File: src/rtl/dmem_arb_pkg.sv
// Shared types and constants for the data-memory arbiter: FSM encoding,
// port identifiers and default geometry.
package dmem_arb_pkg;

    localparam int ADDR_W_DEF     = 20;
    localparam int MEM_HWORDS_DEF = 1024;

    localparam logic PORT0 = 1'b0;
    localparam logic PORT1 = 1'b1;

    typedef enum logic [1:0] {
        IDLE   = 2'd0,
        ACCESS = 2'd1,
        RESP   = 2'd2
    } state_t;

endpackage

File: src/rtl/dmem_arb_pick.sv
// Winner selection between the pipeline port (0) and the stack/interrupt
// port (1), either round-robin on last grant or fixed with port 0 first.
module dmem_arb_pick
    import dmem_arb_pkg::*;
(
    input  logic req0,
    input  logic req1,
    input  logic last_grant,
    input  logic rr_en,
    output logic winner
);

    // Contention goes to the port not granted last; otherwise port 0 wins.
    always_comb begin
        winner = PORT0;
        if (req0 && req1) begin
            winner = (rr_en && (last_grant == PORT0)) ? PORT1 : PORT0;
        end else if (req1) begin
            winner = PORT1;
        end
    end

endmodule

File: src/rtl/dmem_arbiter.sv
// Two-port arbiter in front of a single 16-bit-location data memory; each
// access takes IDLE -> ACCESS -> RESP and completes with a one-cycle ack.
module dmem_arbiter
    import dmem_arb_pkg::*;
#(
    parameter int ADDR_W     = ADDR_W_DEF,
    parameter int MEM_HWORDS = MEM_HWORDS_DEF,
    parameter int RR_EN      = 1
) (
    input  logic              clk,
    input  logic              rst,

    input  logic              i_req0,
    input  logic              i_req1,
    input  logic              i_we0,
    input  logic              i_we1,
    input  logic              i_en32_0,
    input  logic              i_en32_1,
    input  logic [ADDR_W-1:0] i_addr0,
    input  logic [ADDR_W-1:0] i_addr1,
    input  logic [31:0]       i_wdata0,
    input  logic [31:0]       i_wdata1,

    output logic              o_ack0,
    output logic              o_ack1,
    output logic              o_err0,
    output logic              o_err1,
    output logic [31:0]       o_rdata0,
    output logic [31:0]       o_rdata1,

    output logic              o_mem_read,
    output logic              o_mem_write,
    output logic              o_mem_en32,
    output logic [ADDR_W-1:0] o_mem_addr,
    output logic [31:0]       o_mem_wdata,
    input  logic [31:0]       i_mem_rdata
);

    // One extra bit so the limit itself is representable for any ADDR_W.
    localparam logic [ADDR_W:0] HW_LIMIT = (ADDR_W+1)'(MEM_HWORDS);

    state_t            state;
    logic              last_grant;
    logic              winner;

    logic              sel_we;
    logic              sel_en32;
    logic [ADDR_W-1:0] sel_addr;
    logic [31:0]       sel_wdata;
    logic              sel_oor;

    logic              lat_port;
    logic              lat_we;
    logic              lat_en32;
    logic              lat_oor;
    logic [31:0]       resp_rdata;

    dmem_arb_pick u_pick (
        .req0       (i_req0),
        .req1       (i_req1),
        .last_grant (last_grant),
        .rr_en      (RR_EN != 0),
        .winner     (winner)
    );

    always_comb begin
        sel_we    = (winner == PORT1) ? i_we1    : i_we0;
        sel_en32  = (winner == PORT1) ? i_en32_1 : i_en32_0;
        sel_addr  = (winner == PORT1) ? i_addr1  : i_addr0;
        sel_wdata = (winner == PORT1) ? i_wdata1 : i_wdata0;
        sel_oor   = ({1'b0, sel_addr} >= HW_LIMIT) ||
                    (sel_en32 && ({1'b0, sel_addr} == (HW_LIMIT - 1'b1)));
    end

    // Out-of-range accesses still walk through ACCESS but never strobe the memory.
    always_ff @(posedge clk or posedge rst) begin
        if (rst) begin
            state       <= IDLE;
            last_grant  <= PORT1;
            lat_port    <= PORT0;
            lat_we      <= 1'b0;
            lat_en32    <= 1'b0;
            lat_oor     <= 1'b0;
            o_mem_read  <= 1'b0;
            o_mem_write <= 1'b0;
            o_mem_en32  <= 1'b0;
            o_mem_addr  <= '0;
            o_mem_wdata <= '0;
            o_ack0      <= 1'b0;
            o_ack1      <= 1'b0;
            o_err0      <= 1'b0;
            o_err1      <= 1'b0;
        end else begin
            case (state)
                IDLE: begin
                    if (i_req0 || i_req1) begin
                        state       <= ACCESS;
                        last_grant  <= winner;
                        lat_port    <= winner;
                        lat_we      <= sel_we;
                        lat_en32    <= sel_en32;
                        lat_oor     <= sel_oor;
                        o_mem_read  <= !sel_we && !sel_oor;
                        o_mem_write <= sel_we && !sel_oor;
                        o_mem_en32  <= sel_en32;
                        o_mem_addr  <= sel_addr;
                        o_mem_wdata <= sel_en32 ? sel_wdata : {16'h0000, sel_wdata[15:0]};
                    end
                end
                ACCESS: begin
                    state       <= RESP;
                    o_mem_read  <= 1'b0;
                    o_mem_write <= 1'b0;
                    o_mem_en32  <= 1'b0;
                    o_mem_addr  <= '0;
                    o_mem_wdata <= '0;
                    o_ack0      <= (lat_port == PORT0);
                    o_ack1      <= (lat_port == PORT1);
                    o_err0      <= (lat_port == PORT0) && lat_oor;
                    o_err1      <= (lat_port == PORT1) && lat_oor;
                end
                RESP: begin
                    state  <= IDLE;
                    o_ack0 <= 1'b0;
                    o_ack1 <= 1'b0;
                    o_err0 <= 1'b0;
                    o_err1 <= 1'b0;
                end
                default: begin
                    state <= IDLE;
                end
            endcase
        end
    end

    // Memory data only arrives on the edge that enters RESP, so it is forwarded combinationally.
    always_comb begin
        resp_rdata = '0;
        if ((state == RESP) && !lat_we && !lat_oor) begin
            resp_rdata = lat_en32 ? i_mem_rdata : {16'h0000, i_mem_rdata[15:0]};
        end
    end

    assign o_rdata0 = (lat_port == PORT0) ? resp_rdata : '0;
    assign o_rdata1 = (lat_port == PORT1) ? resp_rdata : '0;

endmodule

File: config.mk
export PLATFORM = sky130hd
export DESIGN_NAME = dmem_arbiter
export DESIGN_NICKNAME = d
export VERILOG_FILES = /design/src/rtl/dmem_arb_pkg.sv /design/src/rtl/dmem_arb_pick.sv /design/src/rtl/dmem_arbiter.sv
export SDC_FILE = /design/constraint.sdc
export NUM_CORES = 1
export LEC_CHECK = 0
export ABC_AREA = 0
export CORE_AREA = 2 2 105 107
export CTS_BUF_LIST = sky130_fd_sc_hd__clkbuf_4 sky130_fd_sc_hd__clkbuf_8
export DETAILED_ROUTE_END_ITERATION = 8
export DIE_AREA = 0 0 107 109
export GPL_TIMING_DRIVEN = 0
export PLACE_DENSITY = 0.82
export SYNTH_ARGS = -nofsm -noshare
export SYNTH_HDL_FRONTEND = slang
export SYNTH_HIERARCHICAL = 1
export SYNTH_SLANG_ARGS = --single-unit
File: constraint.sdc
create_clock -name clk -period 5.85 [get_ports clk]
set_input_delay 1.17 -clock clk [delete_from_list [all_inputs] [get_ports clk]]
set_output_delay 1.17 -clock clk [all_outputs]
set_load 0.05 [all_outputs]
==> run metrics <==
status=finished, final reports clean; Rows=38; CP Data Required Time=4.68 ns; sequential cell area=1653 sq um; Multi-input gate area=1864 sq um; Port Buf Inserts=266; top cell type's share of synthesized area=0.4429; die width=107 um; Area contributors post-synth=dfrtp_1, mux2i_1, nand2_1; die area=11660 sq um; #FFs+latches synth=66; Hold Path Stages=2; reg2reg end=o_mem_wdata[23]$_DFFE_PP0P_; Antenna Cells=0; final hold violations=0; DR iter-0 viols=158; TritonCTS clock tree=built; vias in the first global route=4085; worst hold margin=0.4624 ns; crit path max fanout=10; worst skew pair latency=0.33 ns; RSZ-0062 raised after global routing=no; final antenna-violating net count=0; Placer Congestion=0.8350; area of the core=10600 sq um; average wire per standard cell=17.08 um; commonest register cell after synthesis=dfrtp_1; Max Slew Vio Count=0; RR Startpoint=last_grant$_DFFE_PP1P_; Setup CP Type=reg2out; post-CTS setup buffers=0; Die Y=109 um; grt ovf=0; ys async rst share=1.000; Starting Density=0.3464; max-capacitance violation count=0; drc violations=0; Yosys cell types=43; Fillers=888; yosys warns=6; Post-CTS Resized=0; layout cells sized above 1=0.05672; crit path launch type=register; router iterations before antenna repair=4; Arr. time, crit path=3.16 ns; Max Clock Skew=0.009295 ns; Tmin final=4.326 ns; Cells after Synth=389; vias per std cell=4.964; Syn Area/Cell=9.440 sq um; dominant cell type by area after synthesis=dfrtp_1; setup violators final=0; Max IR drop VDD=248.9 uV; largest net degree at the start of global routing=36; Ports=267; Clock transition at path regs=0.07 ns; Pleak=0.002862 uW; Reg2Reg Depth=7; setup TNS=0 ns; global-route wire length before repair=20910 um; sequential share of the synthesized area=0.4501; fmax=0.2311 GHz; clock tree root buffer cell=clkbuf_8; Detail Placement HPWL=11250 um; Syn Nets=536; Worst Hold Class=reg2reg; total CTS buffers=9; Final nets=814; Slew HR=0.4270; total vias in the final route=4021; hold_sp=last_grant$_DFFE_PP1P_; Area Growth Syn to Fin=82.66%; WHS Endpoint=last_grant$_DFFE_PP1P_; Cell Area, Synth=3672 sq um; cts hold-fix bufs=0; Period Utilization, post-route=0.7395; clk sinks=66; Tot GR Track Use=0.2304; Setup crit end kind=primary output; Tot Pwr=2649 uW; drt total wl=13830 um; Worst Max-Slew Pin Slew=0.8475 ns; EDFF count, synth=0; FF-to-FF setup slack=3.63 ns; PD cells=395.0 nW/um^2; clk buf depth=2; initial antenna violation count=0; CTS H-tree lvls=3
-- worst max-delay path by stage --
stage	end	startpoint	cells past startpoint	slack, ns
finish	o_rdata0[29]	state[0]$_DFFE_PP0P_	6	1.52
global route	o_rdata0[29]	state[0]$_DFFE_PP0P_	6	1.28
CTS	o_rdata0[29]	state[0]$_DFFE_PP0P_	6	1.47
detailed placement	o_rdata0[29]	state[0]$_DFFE_PP0P_	6	1.86
global placement	o_rdata0[29]	state[0]$_DFFE_PP0P_	6	1.87
floorplan	o_rdata0[17]	state[0]$_DFFE_PP0P_	5	2.88
-- cells by family after synthesis --
kind of cell | Yosys count | share of synthesized area
and+or+nand+nor | 157 | 0.2300
adders and majority gates | 3 | 0.01022
DFF | 66 | 0.4501
buffers and inverters | 35 | 0.04225
other | 1 | 0.001021
muxes | 53 | 0.1448
AOI/OAI and AO/OA | 74 | 0.1216
-- power by group --
part	leakage, uW	total (uW)	switching [uW]	internal, uW
clock	0.0000903	353	169	183
combinational	0.00192	1560	1020	537
sequential	0.000852	735	98.5	636
total	0.00286	2650	1290	1360
-- stage by stage --
step | utilization | worst slack [ns] | std cells | area (sq um)
floorplan | - | 2.875 | 389 | 3672
detailed placement | 0.6159 | 1.858 | 796 | 6530
CTS | 0.6326 | 1.474 | 810 | 6708
finish | 0.6326 | 1.524 | 810 | 6708
global route | 0.6326 | 1.283 | 810 | 6708
global placement | 0.6140 | 1.867 | 795 | 6510
-- registers in the layout, indices dropped and copies added, names as in the netlist --
register and count:
lat_en32 1, lat_port 1, lat_oor 1, o_ack1 1, last_grant 1, o_mem_write 1, state 2, o_err1 1
o_err0 1, o_mem_addr 20, o_mem_en32 1, o_mem_wdata 32, o_mem_read 1, o_ack0 1, lat_we 1
-- critical path: stages (launching register included) --
cell	delay, ns
dfrtp_1	0.40
inv_1	0.09
ha_1	0.22
nor4b_1	0.71
clkbuf_1	0.36
and3_1	0.24
clkdlybuf4s50_1	0.81
-- layout by cell type (no fill, tap or decap), types with 2 or more instances in the layout --
cell / count
nand2_1: 63
clkdlybuf4s50_1: 266
o21ai_1: 9
clkbuf_1: 16
nor2b_1: 3
nand4_1: 2
nor2_1: 3
mux2i_1: 52
and2_1: 32
nand2b_1: 2
o211ai_1: 2
inv_1: 4
and3_1: 35
a21oi_1: 2
buf_2: 13
o31a_1: 2
nand3_1: 3
clkbuf_8: 12
o21ai_0: 37
dfrtp_1: 65
ha_1: 3
o31ai_1: 16
nand3b_1: 2
-- Yosys cell counts (2+ instances only) --
master and number:
o31a_1 2, mux2i_1 52, o21ai_1 9, nor2_1 3, ha_1 3, o31ai_1 16
inv_1 5, nand3_1 3, nand2b_1 2, nand2_1 63, and2_1 32, dfrtp_1 65
clkbuf_1 16, and3_1 35, buf_2 13, nand4_1 2, o211ai_1 2, nand3b_1 2
nor2b_1 3, o21ai_0 37, a21oi_1 2
-- layer usage --
metal  track usage  part of all wire  vias to the layer above
met5             0                 0                        -
li1              -                 -                     1923
met2        0.4054              0.52                      145
met3       0.05858             0.063                       21
met1        0.2770              0.40                     1932
met4       0.07421             0.019                        0
-- area by class of cell --
class,instances,area share
buffer,30,0.02033
clock buffer,12,0.02462
clock inverter,2,0.001865
inverter,5,0.002798
multi-input combinational,288,0.2779
sequential,66,0.2464
tap,140,0.02611
timing repair buffer,267,0.3999
No activity file was read; power rests on OpenSTA's default activity.
